--- config.mk ---
export PLATFORM = sky130hd
export DESIGN_NAME = hazard_forward_ctrl
export DESIGN_NICKNAME = d
export VERILOG_FILES = /design/src/rtl/cpu_types_pkg.sv /design/src/rtl/forward_sel.sv /design/src/rtl/hazard_forward_ctrl.sv
export SDC_FILE = /design/constraint.sdc
export NUM_CORES = 1
export LEC_CHECK = 0
export CAP_MARGIN = 30
export CORE_MARGIN = 1
export CORE_UTILIZATION = 40
export CTS_CLUSTER_SIZE = 10
export DETAILED_ROUTE_END_ITERATION = 8
export GPL_ROUTABILITY_DRIVEN = 0
export HOLD_SLACK_MARGIN = 0.05
export PLACE_DENSITY_LB_ADDON = 0.3
export SYNTH_ARGS = -nofsm -noshare
export SYNTH_HDL_FRONTEND = slang
export SYNTH_SLANG_ARGS = --single-unit
--- constraint.sdc ---
create_clock -name CLK -period 2.8 [get_ports CLK]
set_input_delay 0.56 -clock CLK [delete_from_list [all_inputs] [get_ports CLK]]
set_output_delay 0.56 -clock CLK [all_outputs]
set_load 0.01 [all_outputs]
--- src/rtl/cpu_types_pkg.sv ---
// Shared types for the 5-stage core pipeline control: forwarding selects,
// hazard-controller states and the per-stage enable/flush bundle.
package cpu_types_pkg;

  typedef enum logic [1:0] {
    FWD_RF   = 2'b00,
    FWD_ALU  = 2'b01,
    FWD_WB   = 2'b10,
    FWD_UP16 = 2'b11
  } fwd_sel_t;

  typedef enum logic [1:0] {
    RUN      = 2'b00,
    MEM_WAIT = 2'b01,
    HALT     = 2'b10
  } hzd_state_t;

  typedef struct packed {
    logic pc_en;
    logic if_id_en;
    logic id_ex_en;
    logic ex_mem_en;
    logic mem_wb_en;
    logic if_id_flush;
    logic id_ex_flush;
  } stage_ctrl_t;

  localparam stage_ctrl_t CTRL_FREEZE = '0;

  // Stage control once halt and memory-wait have been ruled out; the
  // if/else order is the hazard priority.
  function automatic stage_ctrl_t run_ctrl(input logic branch, input logic loaduse,
                                           input logic jump, input logic ihit);
    stage_ctrl_t c;
    c.pc_en       = 1'b1;
    c.if_id_en    = 1'b1;
    c.id_ex_en    = 1'b1;
    c.ex_mem_en   = 1'b1;
    c.mem_wb_en   = 1'b1;
    c.if_id_flush = 1'b0;
    c.id_ex_flush = 1'b0;
    if (branch) begin
      c.if_id_flush = 1'b1;
      c.id_ex_flush = 1'b1;
    end else if (loaduse) begin
      c.pc_en       = 1'b0;
      c.if_id_en    = 1'b0;
      c.id_ex_flush = 1'b1;
    end else if (jump) begin
      c.if_id_flush = 1'b1;
    end else if (!ihit) begin
      c.pc_en       = 1'b0;
      c.if_id_flush = 1'b1;
    end
    return c;
  endfunction

endpackage

--- src/rtl/forward_sel.sv ---
// Operand forwarding select for one ALU source: EX/MEM beats MEM/WB, and
// register 0 is never forwarded.
module forward_sel
  import cpu_types_pkg::*;
(
  input  logic [4:0] src_i,
  input  logic       regwrite_ex_mem_i,
  input  logic [4:0] wsel_ex_mem_i,
  input  logic       lui_ex_mem_i,
  input  logic       regwrite_mem_wb_i,
  input  logic [4:0] wsel_mem_wb_i,
  output fwd_sel_t   sel_o
);

  logic hit_ex_mem;
  logic hit_mem_wb;

  assign hit_ex_mem = regwrite_ex_mem_i && (wsel_ex_mem_i != 5'd0) && (wsel_ex_mem_i == src_i);
  assign hit_mem_wb = regwrite_mem_wb_i && (wsel_mem_wb_i != 5'd0) && (wsel_mem_wb_i == src_i);

  always_comb begin
    if (hit_ex_mem)      sel_o = lui_ex_mem_i ? FWD_UP16 : FWD_ALU;
    else if (hit_mem_wb) sel_o = FWD_WB;
    else                 sel_o = FWD_RF;
  end

endmodule

--- src/rtl/hazard_forward_ctrl.sv ---
// Pipeline controller: forwarding selects, hazard stalls/flushes, memory-wait
// and halt sequencing, wait watchdog and saturating stall counter.
module hazard_forward_ctrl
  import cpu_types_pkg::*;
#(
  parameter int MAX_WAIT = 64,
  parameter int CNT_W    = 16
) (
  input  logic             CLK,
  input  logic             nRST,
  input  logic [4:0]       rs_id_ex,
  input  logic [4:0]       rt_id_ex,
  input  logic [4:0]       rs_if_id,
  input  logic [4:0]       rt_if_id,
  input  logic             memread_id_ex,
  input  logic [4:0]       wsel_id_ex,
  input  logic             regwrite_ex_mem,
  input  logic [4:0]       wsel_ex_mem,
  input  logic             lui_ex_mem,
  input  logic             regwrite_mem_wb,
  input  logic [4:0]       wsel_mem_wb,
  input  logic             dmemren_ex_mem,
  input  logic             dmemwen_ex_mem,
  input  logic             dhit,
  input  logic             ihit,
  input  logic             branch_taken_ex_mem,
  input  logic             jump_id,
  input  logic             halt_mem_wb,
  output logic [1:0]       forwarda,
  output logic [1:0]       forwardb,
  output logic             pc_en,
  output logic             if_id_en,
  output logic             id_ex_en,
  output logic             ex_mem_en,
  output logic             mem_wb_en,
  output logic             if_id_flush,
  output logic             id_ex_flush,
  output logic             halted,
  output logic             mem_timeout,
  output logic [CNT_W-1:0] stall_count
);

  localparam int WAIT_W = 8;

  fwd_sel_t         fwd_a, fwd_b;
  hzd_state_t       state_q, state_d;
  logic [WAIT_W-1:0] wait_cnt_q, wait_cnt_d;
  logic             timeout_q, timeout_d;
  logic [CNT_W-1:0] stall_cnt_q, stall_cnt_d;
  stage_ctrl_t      ctrl;
  logic             memwait, loaduse;

  forward_sel u_fwd_a (
    .src_i             (rs_id_ex),
    .regwrite_ex_mem_i (regwrite_ex_mem),
    .wsel_ex_mem_i     (wsel_ex_mem),
    .lui_ex_mem_i      (lui_ex_mem),
    .regwrite_mem_wb_i (regwrite_mem_wb),
    .wsel_mem_wb_i     (wsel_mem_wb),
    .sel_o             (fwd_a)
  );

  forward_sel u_fwd_b (
    .src_i             (rt_id_ex),
    .regwrite_ex_mem_i (regwrite_ex_mem),
    .wsel_ex_mem_i     (wsel_ex_mem),
    .lui_ex_mem_i      (lui_ex_mem),
    .regwrite_mem_wb_i (regwrite_mem_wb),
    .wsel_mem_wb_i     (wsel_mem_wb),
    .sel_o             (fwd_b)
  );

  assign memwait = (dmemren_ex_mem || dmemwen_ex_mem) && !dhit;
  assign loaduse = memread_id_ex && (wsel_id_ex != 5'd0) &&
                   ((wsel_id_ex == rs_if_id) || (wsel_id_ex == rt_if_id));

  // NOTE: every always_comb target gets a default first so no path can infer a latch.
  always_comb begin
    state_d    = state_q;
    wait_cnt_d = wait_cnt_q;
    timeout_d  = timeout_q;
    ctrl       = CTRL_FREEZE;
    unique case (state_q)
      RUN: begin
        if (halt_mem_wb)  state_d = HALT;
        else if (memwait) state_d = MEM_WAIT;
        else              ctrl = run_ctrl(branch_taken_ex_mem, loaduse, jump_id, ihit);
      end
      MEM_WAIT: begin
        if (dhit) begin
          ctrl       = run_ctrl(branch_taken_ex_mem, loaduse, jump_id, ihit);
          state_d    = RUN;
          wait_cnt_d = '0;
        end else begin
          if (wait_cnt_q != '1) wait_cnt_d = wait_cnt_q + WAIT_W'(1);
          if (wait_cnt_d == WAIT_W'(MAX_WAIT - 1)) timeout_d = 1'b1;
        end
      end
      HALT: ;
      default: state_d = RUN;
    endcase
  end

  assign stall_cnt_d = (!ctrl.pc_en && (stall_cnt_q != '1)) ? stall_cnt_q + CNT_W'(1)
                                                            : stall_cnt_q;

  // NOTE: sequential state uses non-blocking assignments so all registers update together.
  always_ff @(posedge CLK or negedge nRST) begin
    if (!nRST) begin
      state_q     <= RUN;
      wait_cnt_q  <= '0;
      timeout_q   <= 1'b0;
      stall_cnt_q <= '0;
    end else begin
      state_q     <= state_d;
      wait_cnt_q  <= wait_cnt_d;
      timeout_q   <= timeout_d;
      stall_cnt_q <= stall_cnt_d;
    end
  end

  // Outputs are held low for the whole time reset is asserted.
  assign forwarda    = nRST ? fwd_a : 2'b00;
  assign forwardb    = nRST ? fwd_b : 2'b00;
  assign pc_en       = nRST & ctrl.pc_en;
  assign if_id_en    = nRST & ctrl.if_id_en;
  assign id_ex_en    = nRST & ctrl.id_ex_en;
  assign ex_mem_en   = nRST & ctrl.ex_mem_en;
  assign mem_wb_en   = nRST & ctrl.mem_wb_en;
  assign if_id_flush = nRST & ctrl.if_id_flush;
  assign id_ex_flush = nRST & ctrl.id_ex_flush;
  assign halted      = nRST & (state_q == HALT);
  assign mem_timeout = timeout_q;
  assign stall_count = stall_cnt_q;

endmodule

# After elaboration in Yosys (flattened, before gate mapping)
# Index checks and enable logic that the tools add are counted.
totals:
  latch_bits: 0
  reg_bits: 27
  n_memories: 0
  romBits: 0
  ram_bits: 0
  in_bits: 48
op_classes:
  order_cmp: 0
  bitwise_logic: 10
  addsub: 2
  div: 0
  muxes: 29
  shift: 0
  multipliers: 0
  n_eq_ne: 13
  n_reduce_logical: 20
op_table:
  columns: ["operator", "count"]
  rows:
  - ["8-bit two-way mux", 4]
  - ["5-bit == test", 6]
  - ["2-bit two-way mux", 12]
  - ["7-bit two-way mux", 3]
  - ["16-bit by 1-bit adder with 16-bit output (second input constant)", 1]
  - ["16-bit inequality test (second input constant)", 1]
  - ["5-bit nonzero test", 3]
  - ["7-bit case mux with 2 select lines", 1]
  - ["1-bit logical AND", 10]
  - ["8-bit by 1-bit adder with 8-bit output (second input constant)", 1]
  - ["1-bit bitwise AND", 8]
  - ["8-bit by 6-bit == test with 1-bit output (second input constant)", 1]
  - ["1-bit two-way mux", 8]
  - ["8-bit inequality test (second input constant)", 1]
  - ["2-bit case mux with 3 select lines", 1]
  - ["3-bit AND reduction", 2]
  - ["3-bit inequality test (second input constant)", 1]
  - ["2-bit by 1-bit == test with 1-bit output (second input constant)", 1]
  - ["2-bit == test (second input constant)", 1]
  - ["1-bit zero test", 2]
  - ["2-bit zero test", 1]
  - ["1-bit logical OR", 2]
  - ["2-bit inequality test (second input constant)", 1]
  - ["1-bit inverter", 2]

# Depth between registers and ports, before layout
# Gate-level depths: netlist of run 1.
logic_depth:
  word_depth: 10
  mapped_depth: 8

# Modules after synthesis
# Synthesis of run 1 repeated with hierarchy kept, for this count alone.
unflattened:
  hier_cells: 225
  hier_area_um2: 2016.9
by_module_without_submodules:
  columns: ["mod", "cells_each", "area_per_inst_um2", "n_inst", "seq_area_each_um2"]
  rows:
  - ["hazard_forward_ctrl", 179, 1681.6, 1, 675.6]
  - ["forward_sel", 23, 167.7, 2, 0.0]

# Worst setup path before layout of run 1
# OpenSTA, ideal clock, no wires.
synth_path:
  kind: "input-to-output"
  start: "input wsel_ex_mem[0]"
  end: "output forwarda[1]"
  arrival_ns: 2.047
  setup_slack_ns: 0.193
  path_stages: 5
  path_cell_list: "or4_1 > o21ai_2 > nor4_1 > or4_1 > a21oi_1"
synth_via:
  elab_chain_len: 5
synth_rtl:
  columns: ["element", "line_no", "text"]
  rows:
  - ["start, declared", "hazard_forward_ctrl.sv:18", "input logic [4:0] wsel_ex_mem,"]
  - ["5-bit nonzero test", "forward_sel.sv:18", "assign hit_ex_mem = regwrite_ex_mem_i && (wsel_ex_mem_i != 5'd0) && (wsel_ex_mem_i == src_i);"]
  - ["1-bit logical AND", "forward_sel.sv:18", null]
  - ["1-bit logical AND *", "forward_sel.sv:18", null]
  - ["2-bit two-way mux *", "forward_sel.sv:22", "if (hit_ex_mem) sel_o = lui_ex_mem_i ? FWD_UP16 : FWD_ALU;"]
  - ["2-bit two-way mux *", "hazard_forward_ctrl.sv:123", "assign forwarda = nRST ? fwd_a : 2'b00;"]
  - ["end, declared", "hazard_forward_ctrl.sv:29", "output logic [1:0] forwarda,"]
# Mark *: on every way between the ends. The rest lies on a longest branch, timed or not.

# Final worst setup path of run 1
layout_path:
  start: "input wsel_mem_wb[4]"
  end: "output forwardb[1]"
layout_via:
  elab_chain_len: 6
layout_rtl:
  columns: ["element", "line_no", "text"]
  rows:
  - ["start, declared", "hazard_forward_ctrl.sv:21", "input logic [4:0] wsel_mem_wb,"]
  - ["5-bit nonzero test", "forward_sel.sv:19", "assign hit_mem_wb = regwrite_mem_wb_i && (wsel_mem_wb_i != 5'd0) && (wsel_mem_wb_i == src_i);"]
  - ["1-bit logical AND", "forward_sel.sv:19", null]
  - ["1-bit logical AND *", "forward_sel.sv:19", null]
  - ["2-bit two-way mux *", "forward_sel.sv:23", "else if (hit_mem_wb) sel_o = FWD_WB;"]
  - ["2-bit two-way mux *", "forward_sel.sv:22", null]
  - ["2-bit two-way mux *", "hazard_forward_ctrl.sv:124", "assign forwardb = nRST ? fwd_b : 2'b00;"]
  - ["end, declared", "hazard_forward_ctrl.sv:30", "output logic [1:0] forwardb,"]
# Marked as above.

==> results of run 1 <==
[metal layers]
metal	wire length [um]	vias up	track usage (%)
met5	0	-	0
met1	2300	966	26.0
li1	-	1025	-
met2	2810	49	40.9
met4	60	0	3.70
met3	209	6	4.17
[cells by family (layout without fill, tap and decap cells)]
family | Yosys count | count (layout)
DFF | 27 | 27
buffers and inverters | 17 | 120
muxes | 2 | 2
xor gates and xnor gates | 44 | 44
AOI/OAI and AO/OA | 44 | 44
and+or+nand+nor | 96 | 96
adders and majority gates | 2 | 2
[worst max-delay path, delay by kind of cell]
kind | cells | cell delay, ns
xor+xnor | 1 | 0.13
simple gates | 2 | 1.03
buf+inv | 3 | 0.36
compound gates | 1 | 0.13
[metrics by stage]
step	util [%]	hold slack (ns)	setup slack (ns)	TNS [ns]
after floorplan	-	0.264	0.193	0
after global placement	63.2	0.474	-0.749	-4.40
after detailed placement	63.2	0.478	-0.781	-4.69
after CTS	64.7	0.488	-0.0547	-0.0547
after global routing	65.5	0.510	0.00200	0
final	65.5	0.487	0.0287	0
[layout make-up]
class                   count  area (um^2)
inverters                   8         30.0
multi-input cells         188         1330
well taps                  67         83.8
flip-flops and latches     27          676
fillers                   408         1640
repair buffers            108          947
clock buffers               4         45.0
[timing repair]
item                                    in CTS  in global routing
resized for setup                           83                 30
setup buffers                                2                  0
pin swaps                                   15                 14
endpoints found under the setup margin      11                  8
[worst min-delay path by stage]
| stage | slack [ns] | depth (start not counted) | start | end |
|---|---|---|---|---|
| finish | 0.49 | 1 | state_q[0] | state_q[1] |
| CTS | 0.49 | 1 | state_q[0] | state_q[1] |
| floorplan | 0.26 | 0 | nRST | mem_timeout |
| global route | 0.51 | 1 | state_q[0] | state_q[1] |
| global placement | 0.47 | 1 | mem_timeout | mem_timeout |
| detailed placement | 0.48 | 1 | mem_timeout | mem_timeout |
[power by group through the flow]
stage               sequential (W)  combinational (W)  clock [W]
floorplan                 0.000563           0.000223          0
global placement          0.000566           0.000492          0
detailed placement        0.000566           0.000503          0
CTS                       0.000561           0.000505   0.000232
global route              0.000575           0.000558   0.000245
finish                    0.000560           0.000506   0.000222
[Yosys cell counts (3+ instances only)]
master | instances | share of area, %
nand4_1 | 7 | 2.2
buf_2 | 3 | 0.76
xor2_1 | 14 | 6.2
a21oi_1 | 16 | 4.0
inv_1 | 8 | 1.5
nand3_1 | 19 | 4.8
o21ai_0 | 8 | 2.0
clkbuf_1 | 3 | 0.57
nand2b_1 | 3 | 0.95
xnor2_1 | 30 | 13
or4_1 | 7 | 2.7
and2_1 | 5 | 1.6
nand2_1 | 21 | 4.0
dfrtp_1 | 27 | 34
and3_1 | 10 | 3.2
nor2_1 | 15 | 2.8
[registers in the layout, summed over array words and instances, names as in the netlist]
name and flops:
mem_timeout 1, wait_cnt_q 8, stall_count 16, state_q 2
==> results.cfg, run 1 <==
[setup_path]
crit_type = input port to output pin
r2r_start = state_q[0]
cp.required_ns = 2.24
critPathSlowestCell = or4_4
worstRegToRegCells = 7
r2r-end = stall_count[1]
crit_fanout = 3
path_cells = buf_6 -> buf_4 -> xor2_1 -> or4_1 -> or4_4 -> a21oi_2 -> buf_2
max_stage_delay_ns = 0.52
arrival_ns = 2.21
cp-end-kind = output pin
critPathLaunchType = input port
r2r_slack_ns = 0.64
crit_start = wsel_mem_wb[4]
endpoint = forwardb[1]

[clocking]
htree_levels = 1
cts_buffer_depth = 2
clkTransAtPathRegs_ns = 0.09
cts.sinks = 27
clk_latency_ns = 0.27
ctsHoldBuffers = 0
cts-root-buf = clkbuf_8
cts_tree = yes
cts_buffers = 3

[pwr]
internal_power_w = 0.000860
switching_share_pct = 33.3
pwr-share-seq_pct = 43.5
finalPower_w = 0.00129
worst_ir_drop_vdd_v = 0.000530
p_comb_share_pct = 39.3
p_leak_nw = 1.37
pwr-share-clk_pct = 17.3
power_density_nw_per_um2 = 414
switchingPower_w = 0.000429

[yosys]
synthXorXnorAreaFrac_pct = 19.4
synthSimpleGateAreaFrac_pct = 25.4
synth_area_per_cell_um2 = 8.54
synth-seq-cells = 27
synth-async-reset-ratio_pct = 100
synth_edf_count = 0
ys.flop_type = dfrtp_1
yosysSeqAreaShare_pct = 34.1
synth_top_family_by_area = simple AND/OR/NAND/NOR gates
synth.distinct_cells = 45
synth_fa_ha_area_share_pct = 1.26
synth_compound_area_share_pct = 14.6
synth_mux_area_share_pct = 1.07
synth_nets = 282
synth_warnings = 0
syn_area_um2 = 1980
synthCells = 232

[cells_and_area]
drive_above_1_share_pct = 21.5
final_common_cell = clkdlybuf4s50_1
num-nets-final = 386
finalNonFillerCells = 402
area_delta_synth_final_pct = 57.1
antenna_cells = 0
final_cell_mix = clkdlybuf4s50_1, xnor2_1, buf_4, dfrtp_1, nand2_1
finalInstanceArea_um2 = 3110

[floorplanning]
die_h_um = 72.4
boundaryPins = 77
placementRows = 25
coreArea_um2 = 4750
dieArea_um2 = 5240
start_util_pct = 41.7
die_width_um = 72.4

[detailed_routing]
viasPerCell = 5.09
firstDrtPassIters = 5
drtIter0Drc = 139
wl_per_cell_um = 13.4
wirelength_um = 5390
route.detailed.drc = 0
vias = 2046
postRouteAntennaNets = 0

[global_route]
grt_pass1_wl_um = 9060
track_usage_pct = 21.8
grt_max_degree = 17
antenna_found_initial = 0
grt_remaining_overflow = 0
first_global_vias = 2049

[sta]
max_clock_freq_ghz = 0.361
hold_viol = 0
slew_headroom_pct = 62.5
worst_pin_slew_ns = 0.561
min_period_ns = 2.77
rsz0062_at_grt = false
clock_skew_ns = 0.00561
drv_slew = 0
setup_viol = 0
min_period_over_period_pct = 99.0

[placement]
portBuffers = 76
dpl_cell_area_um2 = 3010
dp_cells = 397
hpwl_um = 4260

[run]
drv_cap = 0

[min_path]
hold_class = flop to flop

[status]
status = finished, final reports clean
(Power assumes the default switching activity.)
==> run 2, diff against run 1 <==
clock period = 2.2 ns   (was 2.8 ns; I/O delays follow)
==> run 2 against run 1 <==
Compared with the run above: the flow now finishes with violations (setup timing); design area up 5.7%; worst setup slack worse by 0.36 ns; core utilization up 3.8 points; first-iteration DRC count down 0.72%; highest routed layer unchanged.
==> results.cfg, run 2 (synthesized netlist as in run 1, its figures left out) <==
[setup_path]
cp_common_cell = buf_6
arrival_ns = 2.09
crit_type = input port to output pin
path_cells = buf_6 -> buf_6 -> xor2_2 -> or4_1 -> or4_4 -> a21oi_2 -> buf_2
critPathLaunchType = input port
cp_num_buf_inv = 3
critPathSlowestCell = or4_1
cp_top_family = simple AND/OR/NAND/NOR gates
crit_fanout = 2
r2r_start = state_q[0]
cp-end-kind = output pin
cp.required_ns = 1.76
max_stage_delay_ns = 0.53
crit_start = wsel_mem_wb[0]

[clocking]
htree_levels = 1
cts-root-buf = clkbuf_8
cts_tree = yes
cts_buffer_depth = 2
clkTransAtPathRegs_ns = 0.10
cts_buffers = 3
cts.sinks = 27
clk_latency_ns = 0.28
ctsHoldBuffers = 0

[detailed_routing]
route.detailed.drc = 0
drtIter0Drc = 138
firstDrtPassIters = 4
wl_per_cell_um = 14.4
postRouteAntennaNets = 0
vias = 2151
wirelength_um = 5950
viasPerCell = 5.20

[placement]
dpl_cell_area_um2 = 3090
portBuffers = 76
hpwl_um = 4240
dp_cells = 406

[status]
violations = setup timing
status = complete, but fails checks

[sta]
fin_tns_setup_ns = -1.01
rsz0062_at_grt = true
clock_skew_ns = 0.00482
slew_headroom_pct = 80.2
worst_pin_slew_ns = 0.294
worst_slack_ns = -0.329
min_period_ns = 2.53
min_period_over_period_pct = 115
hold_viol = 0
drv_slew = 0
setup_viol = 10
max_clock_freq_ghz = 0.395

[global_route]
first_global_vias = 2069
grt_max_degree = 23
antenna_found_initial = 0
track_usage_pct = 22.8
grt_remaining_overflow = 0
grt_pass1_wl_um = 9290

[cells_and_area]
antenna_cells = 0
register_area_um2 = 676
area_delta_synth_final_pct = 66.2
nFillCells = 371
finalInstanceArea_um2 = 3290
largest_reg_flops = 16
finalNonFillerCells = 414
final_cell_mix = buf_4, clkdlybuf4s50_1, xnor2_1, dfrtp_1, nand2_1
multi_input_area_um2 = 1410
num-nets-final = 398
final_common_cell = buf_4
drive_above_1_share_pct = 30.3

[pwr]
p_leak_nw = 1.46
worst_ir_drop_vdd_v = 0.000678
power_density_nw_per_um2 = 516

[floorplanning]
die_h_um = 72.4
boundaryPins = 77
start_util_pct = 41.7
placementRows = 25
coreArea_um2 = 4750
die_width_um = 72.4
dieArea_um2 = 5240

[run]
drv_cap = 0

[min_path]
hold_class = input port to asynchronous set/reset pin
-- run 2: cell types whose count changed in the layout (fill, tap and decap cells not counted), sizes merged --
cell / before / now
buf: 46 / 63
clkdlybuf4s15: 4 / 10
clkdlybuf4s50: 42 / 35
dlygate4sd2: 9 / 5
-- run 2: path summary, 6_finish.rpt --
kind                                  end  slack (ns)  cells past startpoint
setup / recovery              forwardb[1]       -0.33                      7
max in group asynchronous  stall_count[9]        1.55                      2
hold reg to reg               mem_timeout        0.49                      1
hold / removal                 state_q[0]        0.41                      3
setup reg to reg           stall_count[1]        0.10                      8
min in group CLK              mem_timeout        0.49                      1
-- run 2: through the flow --
stage	hold slack (ns)	worst slack, ns	util (%)	total power, W
floorplan	0.144	-0.0314	-	0.00100
global placement	0.472	-1.09	65.0	0.00136
detailed placement	0.469	-1.13	65.0	0.00137
CTS	0.409	-0.326	68.0	0.00168
global route	0.428	-0.375	69.3	0.00179
finish	0.415	-0.329	69.3	0.00170
-- run 2: metal layers --
metal	track usage [%]	routed length, um
met1	27.1	2460
met2	39.8	3050
met3	4.03	272
met4	10.5	172
met5	0	0
-- run 2: cell type report --
type | count | area share [%]
inverter | 8 | 0.912
multi-input combinational | 188 | 42.7
tap | 67 | 2.55
clock buffer | 4 | 1.37
timing repair buffer | 120 | 31.9
sequential | 27 | 20.5
-- run 2: worst reg2reg max path, cell delays in order, from the launching register on --
cell and delay [ns]:
dfrtp_1 0.40, or3_4 0.34, a221oi_4 0.26, buf_4 0.17, o31ai_4 0.06, a21o_4 0.20, buf_6 0.15, nand2_1 0.10
mux2_1 0.32
-- run 2: timing repair --
| item | in CTS | in global routing |
|---|---|---|
| setup buffers | 3 | 2 |
| gates cloned | 0 | 0 |
| endpoints found under the setup margin | 19 | 13 |
| pin swaps | 24 | 13 |
| gates resized for setup | 143 | 21 |
-- run 2: power breakdown --
group	total, W	switching [W]	internal, W
registers	0.000719	0.000135	0.000584
clock network	0.000298	0.000168	0.000130
logic	0.000681	0.000287	0.000394
